**src/rtl/average_nvals_acc.sv**
```systemverilog
// Block averager: accumulates N = 2^LOG2_N unsigned samples, then spends one
// cycle dividing by N (shift, optional round-half-up) and pulses avg_valid.
module average_nvals_acc #(
  parameter int DATA_W = 16,
  parameter int LOG2_N = 2,
  parameter int ROUND  = 0
) (
  input  logic              clk,
  input  logic              reset_n,
  input  logic              enable,
  input  logic              sample_valid,
  input  logic [DATA_W-1:0] sample,
  output logic              sample_ready,
  output logic [DATA_W-1:0] avg,
  output logic              avg_valid,
  output logic              busy,
  output logic [LOG2_N:0]   count
);

  localparam int ACC_W = DATA_W + LOG2_N;
  localparam int CNT_W = LOG2_N + 1;
  localparam int N     = 1 << LOG2_N;
  // Rounding bias is half an LSB of the quotient; zero when truncating or N = 1.
  localparam int BIAS  = (ROUND != 0) ? ((1 << LOG2_N) >> 1) : 0;

  typedef enum logic [1:0] {
    S_IDLE,
    S_ACC,
    S_DIV
  } state_t;

  state_t              state, state_nx;
  logic [ACC_W-1:0]    acc, acc_nx;
  logic [CNT_W-1:0]    count_nx;
  logic [DATA_W-1:0]   avg_nx;
  logic                avg_valid_nx;
  logic                accept;
  logic                last_accept;
  logic [ACC_W:0]      quot;
  logic [DATA_W-1:0]   div_result;

  assign sample_ready = (state == S_ACC);
  assign busy         = ((state == S_ACC) && (count != '0)) || (state == S_DIV);
  assign accept       = sample_valid && sample_ready;
  assign last_accept  = accept && (count == CNT_W'(N - 1));

  // One spare bit absorbs the rounding bias; saturate anything above full scale.
  assign quot       = ({1'b0, acc} + (ACC_W + 1)'(BIAS)) >> LOG2_N;
  assign div_result = (|quot[ACC_W:DATA_W]) ? '1 : quot[DATA_W-1:0];

  always_comb begin
    // NOTE: every output of this block gets a default first so no path infers a latch.
    state_nx     = state;
    acc_nx       = acc;
    count_nx     = count;
    avg_nx       = avg;
    avg_valid_nx = 1'b0;
    case (state)
      S_IDLE: begin
        if (enable) state_nx = S_ACC;
      end
      S_ACC: begin
        if (!enable) begin
          // Dropping enable abandons the partial block, including a same-edge accept.
          state_nx = S_IDLE;
          acc_nx   = '0;
          count_nx = '0;
        end else if (accept) begin
          acc_nx = acc + ACC_W'(sample);
          if (last_accept) begin
            count_nx = '0;
            state_nx = S_DIV;
          end else begin
            count_nx = count + CNT_W'(1);
          end
        end
      end
      S_DIV: begin
        avg_nx       = div_result;
        avg_valid_nx = 1'b1;
        acc_nx       = '0;
        count_nx     = '0;
        state_nx     = enable ? S_ACC : S_IDLE;
      end
      default: state_nx = S_IDLE;
    endcase
  end

  always_ff @(posedge clk) begin
    // NOTE: reset is sampled on the clock edge (synchronous); state uses non-blocking
    // assignments so every register updates from pre-edge values.
    if (!reset_n) begin
      state     <= S_IDLE;
      acc       <= '0;
      count     <= '0;
      avg       <= '0;
      avg_valid <= 1'b0;
    end else begin
      state     <= state_nx;
      acc       <= acc_nx;
      count     <= count_nx;
      avg       <= avg_nx;
      avg_valid <= avg_valid_nx;
    end
  end

endmodule

```
**config.mk**
```make
export PLATFORM = sky130hd
export DESIGN_NAME = average_nvals_acc
export DESIGN_NICKNAME = d
export VERILOG_FILES = /design/src/rtl/average_nvals_acc.sv
export SDC_FILE = /design/constraint.sdc
export NUM_CORES = 1
export LEC_CHECK = 0
export BUFFER_PORTS_ARGS = -buffer_cell sky130_fd_sc_hd__buf_2
export CORE_ASPECT_RATIO = 1.2
export CORE_MARGIN = 2
export CORE_UTILIZATION = 51
export CTS_BUF_LIST = sky130_fd_sc_hd__clkbuf_16
export CTS_CLUSTER_SIZE = 25
export DETAILED_ROUTE_END_ITERATION = 8
export PLACE_DENSITY = 0.87
export SYNTH_ARGS = -nofsm -noshare
export SYNTH_HDL_FRONTEND = slang
export SYNTH_SLANG_ARGS = --single-unit
```
**constraint.sdc**
```tcl
create_clock -name clk -period 1.9 [get_ports clk]
set_input_delay 0.285 -clock clk [delete_from_list [all_inputs] [get_ports clk]]
set_output_delay 0.285 -clock clk [all_outputs]
set_load 0.005 [all_outputs]
```
==> results.json, run 1 <==
{
  "worst_slack_ps": -92.1,
  "status": "complete, but fails checks",
  "grt_pass1_vias": 2355,
  "htreeDepth": 2,
  "holdWs_ps": 386,
  "synth_compound_area_frac": 0.199,
  "ys_types": 47,
  "cp-end-kind": "register",
  "stdcell_area_um2": 3250,
  "syn_inst": 281,
  "path_class": "reg -> reg",
  "die_area_um2": 5360,
  "synth_fp_nets": 324,
  "cts_hold_buffers": 0,
  "first_pass_iters": 4,
  "routed_wl_mm": 6.37,
  "syn_area_um2": 2440,
  "cp_cell_sequence": "ha_4, inv_1, o21ai_2, o211ai_2, a21oi_2, o211ai_2, a21o_1, a32o_1",
  "drcViolationCount": 0,
  "final_antenna_net_count": 0,
  "crit_top_cell": "o211ai_2",
  "grt_usage": 0.250,
  "grt_setup_unrepaired": "yes",
  "die_w_um": 67.2,
  "ios": 42,
  "ys_warn_count": 0,
  "portBuffers": 41,
  "p_sw_w": 0.000616,
  "combPwrFrac": 0.220,
  "drt_iter0_drc": 139,
  "maxSlewViolCount": 0,
  "worst-path-max-fanout": 5,
  "swShare": 0.282,
  "cts_tree": "built",
  "slew_headroom": 0.793,
  "failed_checks": "negative setup slack",
  "clkLatencyLatePin_ps": 280,
  "worstMarginPinSlew_ps": 310,
  "die_height_um": 79.8,
  "synth_fa_ha_area_frac": 0.121,
  "multi_input_area_um2": 1710,
  "maxCapViolations": 0,
  "start_kind": "register",
  "p_per_area_nw_per_um2": 673,
  "nNetsFinal": 400,
  "internal_power_w": 0.00157,
  "cts_root_buf": "clkbuf_16",
  "grt_max_degree": 23,
  "hpwl_mm": 4.47,
  "p_leak_nw": 1.44,
  "rows": 27,
  "core_um2": 4590,
  "post-route-min-period_ps": 1990,
  "peakVddDrop_mv": 0.457,
  "syn_area_per_cell_um2": 8.69,
  "grt_pass1_wl_mm": 10.3,
  "area_growth_pct": 33.1,
  "wl_per_cell_um": 15.3,
  "synth_xor_area_frac": 0.0359,
  "skew_ps": 2.48,
  "hold_path.class": "in -> reg",
  "synthArstFlopShare": 0,
  "cts_buffers": 5,
  "ys_seq_area_frac": 0.328,
  "grt_remaining_overflow": 0,
  "hold_violations": 0,
  "clock_path_buffers": 2,
  "slowest_delay_ps": 340,
  "fillCellCount": 349,
  "synth-main-ff-cell": "dfxtp_1",
  "antenna_found_initial": 0,
  "synth_edf_count": 0,
  "cts_sinks": 40,
  "critPathArrivalTime_ps": 2160,
  "viasPerCell": 5.62,
  "cpMaxStageDelayCell": "dfxtp_1",
  "fmax_mhz": 502,
  "synthMuxAreaShare": 0.0697,
  "regArea_um2": 805,
  "synth_top_family_by_area": "simple AND/OR/NAND/NOR gates",
  "setup_viol": 7,
  "seqPwrFrac": 0.410,
  "postPlaceCellArea_um2": 2940,
  "drive_gt1_frac": 0.327,
  "finalCritPeriodShare": 1.05,
  "gp_routability_congestion": 0.993,
  "clkSlewWorstSetupHoldPaths_ps": 60,
  "synth-simple-area-share": 0.213,
  "vias": 2337,
  "p_clk_frac": 0.370,
  "synth_seq_cells": 40,
  "start_util": 0.531,
  "insertedDiodeCount": 0,
  "cp.required_ps": 2070
}
## per-stage QoR
stage	total power [W]	setup TNS, ps	cells	setup WS, ps	util
after floorplan	0.00118	0	281	11.7	-
after global placement	0.00132	-814	403	-123	0.641
after detailed placement	0.00133	-1600	403	-256	0.641
after CTS	0.00215	-270	413	-77.8	0.687
after global routing	0.00228	-1060	416	-189	0.707
final	0.00219	-210	416	-92.1	0.707
## timing repair
action,in CTS,in global routing
endpoints found under the setup margin,10,12
resized for setup,15,19
pin swaps,9,10
setup buffers,2,3
hold endpoints to repair,0,0
## power groups by stage
stage          clock [W]  combinational (W)  sequential [W]
6_report        0.000809           0.000480        0.000897
2_1_floorplan          0           0.000271        0.000906
5_1_grt         0.000856           0.000528        0.000900
3_3_place_gp           0           0.000408        0.000911
4_1_cts         0.000819           0.000440        0.000895
3_5_place_dp           0           0.000420        0.000912
## cell type report
type	count	area share
Timing Repair Buffer	78	0.149
Clock buffer	5	0.0385
Tap cell	58	0.0223
Sequential cell	40	0.248
Multi-Input combinational cell	220	0.525
Inverter	12	0.0139
Clock inverter	3	0.00424
## path summary, 6_finish.rpt
path,start,to,slack (ps),cells past startpoint
setup / recovery,acc[4],acc[15],-90,8
hold / removal,reset_n,acc[17],390,3
setup reg to reg,acc[4],acc[15],-90,8
hold reg to reg,acc[10],acc[10],470,2
## placed cells by master (no fill, tap or decap), types with 3 or more instances in the layout
cell type / count
o21ai_1: 8
a31oi_1: 3
buf_4: 37
ha_4: 5
o21ai_0: 6
nor3_1: 4
buf_2: 41
o21a_1: 3
nor2_1: 10
mux2i_1: 17
dfxtp_2: 3
xor2_1: 6
a22oi_1: 4
nor2b_1: 29
ha_1: 16
nand2b_1: 4
nand2_1: 24
o21bai_1: 3
clkbuf_16: 5
xnor2_1: 3
nand3_1: 7
a21oi_2: 5
and2_1: 5
a21o_1: 5
a21boi_0: 3
dfxtp_1: 37
a21oi_1: 13
inv_1: 11
## critical path: cells and delay by family (launching register included)
family	cells	cell delay, ps
AO/OA/AOI/OAI	6	1150
buffers and inverters	1	70
adder cells (fa/ha/maj)	1	310
flip-flops	1	340
## Yosys cell counts, drive strengths merged (5+ instances only)
| cell | number | area, um^2 |
|---|---|---|
| inv | 12 | 45.0 |
| nand3 | 8 | 40.0 |
| clkbuf | 7 | 26.3 |
| a21boi | 5 | 37.5 |
| dfxtp | 40 | 801 |
| mux2i | 17 | 170 |
| a21o | 5 | 37.5 |
| ha | 22 | 275 |
| a21oi | 19 | 103 |
| nor3 | 5 | 30.0 |
| nand2 | 24 | 90.1 |
| nand2b | 5 | 31.3 |
| nor2 | 13 | 58.8 |
| and2 | 5 | 31.3 |
| nor2b | 29 | 181 |
| xor2 | 7 | 61.3 |
| o21ai | 16 | 80.1 |
## flip-flops by register name, indices dropped and copies added (netlist names)
name,cells
acc,18
avg,16
avg_valid,1
count,3
state,2
## routing by layer
| metal | wire length, um | GRT usage | up-vias |
|---|---|---|---|
| met2 | 3320 | 0.450 | 75 |
| li1 | - | - | 1148 |
| met3 | 254 | 0.0451 | 18 |
| met5 | 0 | 0 | - |
| met4 | 185 | 0.0918 | 0 |
| met1 | 2610 | 0.286 | 1096 |
## cells by family (layout without fill, tap and decap cells)
logic type | after synthesis | count (layout)
AO/OA/AOI/OAI | 73 | 73
XOR/XNOR | 10 | 10
flip-flops | 40 | 40
adder cells (fa/ha/maj) | 23 | 23
buffers and inverters | 21 | 98
AND/OR/NAND/NOR | 97 | 97
multiplexers | 17 | 17
No activity file was read; power rests on OpenSTA's default activity.
==> run 2, diff against run 1 <==
--- a/config.mk
+++ b/config.mk
@@ -8,11 +8,11 @@
 export BUFFER_PORTS_ARGS = -buffer_cell sky130_fd_sc_hd__buf_2
 export CORE_ASPECT_RATIO = 1.2
 export CORE_MARGIN = 2
-export CORE_UTILIZATION = 51
+export CORE_UTILIZATION = 45
 export CTS_BUF_LIST = sky130_fd_sc_hd__clkbuf_16
 export CTS_CLUSTER_SIZE = 25
 export DETAILED_ROUTE_END_ITERATION = 8
-export PLACE_DENSITY = 0.87
+export PLACE_DENSITY = 0.8
 export SYNTH_ARGS = -nofsm -noshare
 export SYNTH_HDL_FRONTEND = slang
 export SYNTH_SLANG_ARGS = --single-unit
==> results.json, run 2 (synthesized netlist as in run 1, its figures left out) <==
{
  "die_area_um2": 6030,
  "nNetsFinal": 414,
  "r2r-end": "acc[15]",
  "cts_root_buf": "clkbuf_16",
  "first_pass_iters": 4,
  "p_clk_frac": 0.403,
  "setup_viol": 9,
  "hold_violations": 0,
  "status": "complete, but fails checks",
  "drive_gt1_frac": 0.347,
  "p_leak_nw": 1.52,
  "cp.required_ps": 2070,
  "grt_setup_unrepaired": "yes",
  "cts_tree": "built",
  "crit_start": "acc[1]",
  "hpwl_mm": 4.46,
  "ff2ff_path_depth": 9,
  "die_w_um": 71.2,
  "worstMarginPinSlew_ps": 333,
  "grt_pass1_wl_mm": 10.4,
  "dr_wl_met3_um": 260,
  "post-route-min-period_ps": 2040,
  "gp_routability_congestion": 0.892,
  "clkSlewWorstSetupHoldPaths_ps": 60,
  "start_util": 0.464,
  "largestRegisters": "acc x18, avg x16, count x3",
  "grt_pass1_vias": 2316,
  "ios": 42,
  "timing.rr.start": "acc[1]",
  "failed_checks": "negative setup slack",
  "wl_met2_mm": 3.27,
  "drt_iter0_drc": 99,
  "insertedDiodeCount": 0,
  "clkLatencyLatePin_ps": 280,
  "vias": 2383,
  "clock_path_buffers": 2,
  "reg2reg_slack_ps": -140,
  "combPwrFrac": 0.216,
  "wl_met1_mm": 2.72,
  "cts_sinks": 40,
  "pre_cts_ws_ps": -186,
  "routed_wl_mm": 6.48,
  "largest-register": "acc",
  "p_per_area_nw_per_um2": 697,
  "cts_buffers": 5,
  "slew_headroom": 0.778,
  "drcViolationCount": 0,
  "internal_power_w": 0.00172,
  "crit_path_end": "acc[15]",
  "viasPerCell": 5.49,
  "start_kind": "register",
  "swShare": 0.265,
  "maxCapViolations": 0,
  "grt_max_degree": 28,
  "worstHoldStart": "reset_n",
  "maxSlewViolCount": 0,
  "worst_slack_ps": -136,
  "grt_usage": 0.216,
  "final_cell_mix": "buf_4 (51), buf_2 (41), dfxtp_1 (38)",
  "final_antenna_net_count": 0,
  "peakVddDrop_mv": 0.400,
  "htreeDepth": 2,
  "top_layer_used": "met4",
  "largest_reg_flops": 18,
  "cp-end-kind": "register",
  "rows": 29,
  "seqPwrFrac": 0.381,
  "die_height_um": 84.7,
  "portBuffers": 41,
  "p_sw_w": 0.000622,
  "final_common_cell": "buf_4",
  "worst-path-max-fanout": 3,
  "critPathArrivalTime_ps": 2210,
  "skew_ps": 2.98,
  "path_class": "reg -> reg",
  "area_growth_pct": 38.0,
  "grt_remaining_overflow": 0,
  "finalCritPeriodShare": 1.07,
  "wl_per_cell_um": 14.9,
  "core_um2": 5260,
  "fmax_mhz": 491,
  "p_total_w": 0.00235,
  "antenna_found_initial": 0,
  "hold_path.class": "in -> reg"
}
==> run 2: cell types whose count changed in the layout (fill, tap and decap cells not counted), sizes merged <==
cell / delta
buf: +14
inv: +1
clkinv: -2
bufinv: +1
==> run 2: routing by layer <==
layer | GRT usage | vias up
met5 | 0 | -
met4 | 0.0995 | 0
met3 | 0.0408 | 18
met2 | 0.391 | 57
met1 | 0.241 | 1135
li1 | - | 1173
==> run 2: critical path: stages (launching register included) <==
cell      delay [ps]
dfxtp_2          330
ha_1             270
a21oi_1          230
buf_4            160
nor2_4            40
o211ai_2         230
a21oi_2          130
o211ai_2         210
nand3_1           90
a32o_1           240
==> run 2: final cells by class <==
class	count	area, um^2
Fill cell	451	1890
Multi-Input combinational cell	220	1690
Sequential cell	40	803
Timing Repair Buffer	92	588
Clock buffer	5	125
Tap cell	62	77.6
Inverter	12	45.0
Clock inverter	3	38.8
==> run 2: worst min-delay path by stage <==
stage | end | slack [ps] | cells past startpoint
4_1_cts | avg[15] | 350 | 2
5_1_grt | avg[9] | 350 | 2
3_3_place_gp | acc[0] | 450 | 2
2_1_floorplan | acc[14] | 440 | 2
6_report | avg[15] | 350 | 2
3_5_place_dp | acc[0] | 480 | 2
==> run 2: power groups by stage <==
stage          clock, W  sequential (W)  combinational, W
2_1_floorplan         0        0.000906          0.000271
3_3_place_gp          0        0.000910          0.000436
3_5_place_dp          0        0.000910          0.000448
4_1_cts        0.000960        0.000894          0.000484
5_1_grt         0.00100        0.000899          0.000552
6_report       0.000945        0.000894          0.000507
==> run 2: repair_timing <==
action | CTS | global route
buffers inserted | 3 | 4
pin swaps | 13 | 6
endpoints found under the setup margin | 10 | 11
hold buffers | 0 | 0
resized for setup | 19 | 7
==> run 2: stage by stage <==
stage	cell area (um^2)	hold WS, ps	utilization	setup TNS [ps]	cells
detailed placement	3040	482	0.577	-1370	419
global placement	3040	454	0.577	-1220	419
finish	3370	352	0.640	-516	434
CTS	3310	346	0.629	-213	430
global route	3370	350	0.640	-1660	434
floorplan	2460	444	-	0	281
==> run 3, diff against run 2 <==
--- a/config.mk
+++ b/config.mk
@@ -12,7 +12,8 @@
 export CTS_BUF_LIST = sky130_fd_sc_hd__clkbuf_16
 export CTS_CLUSTER_SIZE = 25
 export DETAILED_ROUTE_END_ITERATION = 8
-export PLACE_DENSITY = 0.8
+export GPL_ROUTABILITY_DRIVEN = 0
+export PLACE_DENSITY = 0.77
 export SYNTH_ARGS = -nofsm -noshare
 export SYNTH_HDL_FRONTEND = slang
 export SYNTH_SLANG_ARGS = --single-unit
==> constraint.sdc (replaced) <==
create_clock -name clk -period 2.6 [get_ports clk]
set_input_delay 0.39 -clock clk [delete_from_list [all_inputs] [get_ports clk]]
set_output_delay 0.39 -clock clk [all_outputs]
set_load 0.005 [all_outputs]
==> results.json, run 3 (synthesized netlist as in run 1, its figures left out) <==
{
  "portBuffers": 41,
  "clock_path_buffers": 2,
  "final_cell_mix": "buf_2 (41), dfxtp_1 (40), nor2b_1 (29)",
  "die_w_um": 71.2,
  "drcViolationCount": 0,
  "die_height_um": 84.7,
  "cts_sinks": 40,
  "worst_slack_ps": 317,
  "start_kind": "register",
  "antenna_found_initial": 0,
  "core_um2": 5260,
  "pre_cts_ws_ps": 215,
  "setup_viol": 0,
  "grt_pass1_wl_mm": 9.26,
  "cts_tree": "built",
  "post_cts_buffers": 0,
  "slowest_delay_ps": 380,
  "critPathBufInv": 1,
  "grt_pass1_vias": 2074,
  "drt_iter0_drc": 96,
  "cp.required_ps": 2750,
  "nNetsFinal": 367,
  "area_growth_pct": 18.0,
  "clkSlewWorstSetupHoldPaths_ps": 60,
  "cp_cell_sequence": "ha_1, inv_1, fa_1, nand2b_1, a21oi_1, o22a_1, a21boi_1, o21ai_1, xnor2_1, o21ai_0",
  "cpMaxStageDelayCell": "fa_1",
  "fmax_mhz": 438,
  "skew_ps": 3.85,
  "largestRegisters": "acc x18, avg x16, count x3",
  "maxCapViolations": 0,
  "die_area_um2": 6030,
  "grt_usage": 0.188,
  "cts_hold_buffers": 0,
  "slew_headroom": 0.692,
  "maxSlewViolCount": 0,
  "post-route-min-period_ps": 2280,
  "final.setup.tns_ps": 0,
  "fillCellCount": 500,
  "path_class": "reg -> reg",
  "cts_root_buf": "clkbuf_16",
  "path_delay_family": "compound AO/OA/AOI/OAI gates",
  "hpwl_mm": 4.01,
  "worst-path-max-fanout": 3,
  "htreeDepth": 2,
  "grt_setup_unrepaired": "no",
  "critPathArrivalTime_ps": 2440,
  "largest_reg_flops": 18,
  "ios": 42,
  "cts_buffers": 5,
  "vias": 2133,
  "grt_max_degree": 35,
  "hold_path.class": "reg -> reg",
  "hold_violations": 0,
  "wl_per_cell_um": 13.9,
  "rows": 29,
  "final_common_cell": "buf_2",
  "drive_gt1_frac": 0.182,
  "grt_remaining_overflow": 0,
  "p_total_w": 0.00161,
  "cts-resized-gates": 0,
  "finalCritPeriodShare": 0.878,
  "clkLatencyLatePin_ps": 280,
  "worstMarginPinSlew_ps": 460,
  "first_pass_iters": 4,
  "peakVddDrop_mv": 0.248,
  "cp-end-kind": "register",
  "insertedDiodeCount": 0,
  "start_util": 0.464,
  "p_leak_nw": 1.27,
  "viasPerCell": 5.51,
  "status": "finished clean",
  "final_antenna_net_count": 0,
  "p_per_area_nw_per_um2": 559,
  "routed_wl_mm": 5.37,
  "largest-register": "acc"
}
-- run 3: cell count changes in the layout (fill, tap and decap cells not counted), moves of 3 or more --
cell / before / now
buf_4: 51 / 4
a21oi_1: 14 / 17
ha_1: 17 / 22
ha_4: 4 / 0
o21ai_2: 3 / 0
o21ai_0: 9 / 13
-- run 3: layout make-up --
| class | instances | area, um^2 | share of cell area |
|---|---|---|---|
| multi-input combinational | 220 | 1560 | 0.541 |
| sequential | 40 | 801 | 0.278 |
| timing repair buffer | 45 | 235 | 0.0816 |
| clock buffer | 5 | 125 | 0.0434 |
| tap | 62 | 77.6 | 0.0269 |
| inverter | 12 | 45.0 | 0.0156 |
| clock inverter | 3 | 38.8 | 0.0135 |
-- run 3: stage by stage --
stage	hold slack (ps)	area, um^2	utilization	cells
floorplan	444	2440	-	281
global placement	452	2720	0.517	379
detailed placement	471	2720	0.517	379
CTS	478	2880	0.548	387
global route	507	2880	0.548	387
finish	475	2880	0.548	387
-- run 3: worst reg2reg max path, delay by kind of cell, from the launching register on --
family | cells | cell delay (ps)
buf+inv | 1 | 50
xor+xnor | 1 | 120
compound gates | 5 | 900
flops | 1 | 330
simple gates | 1 | 210
fa+ha+maj | 2 | 550
-- run 3: where the power goes --
group | internal, W | leakage, nW | switching [W]
Combinational | 0.000111 | 0.858 | 0.000152
Clock | 0.000447 | 0.0850 | 0.000246
Sequential | 0.000635 | 0.323 | 0.0000195
Total | 0.00119 | 1.27 | 0.000417
-- run 3: worst paths after layout --
kind	start	endpoint	slack [ps]	cells after the start
worst max register to register	acc[0]	acc[12]	320	10
worst min-delay path	acc[0]	acc[0]	480	2
worst min register to register	acc[0]	acc[0]	480	2
worst max-delay path	acc[0]	acc[12]	320	10
-- run 3: per-layer routing --
layer | GRT usage | share of wire | up-vias
li1 | - | - | 1073
met1 | 0.236 | 0.45 | 1002
met2 | 0.316 | 0.50 | 52
met3 | 0.0408 | 0.045 | 6
met4 | 0.0652 | 0.010 | 0
met5 | 0 | 0 | -
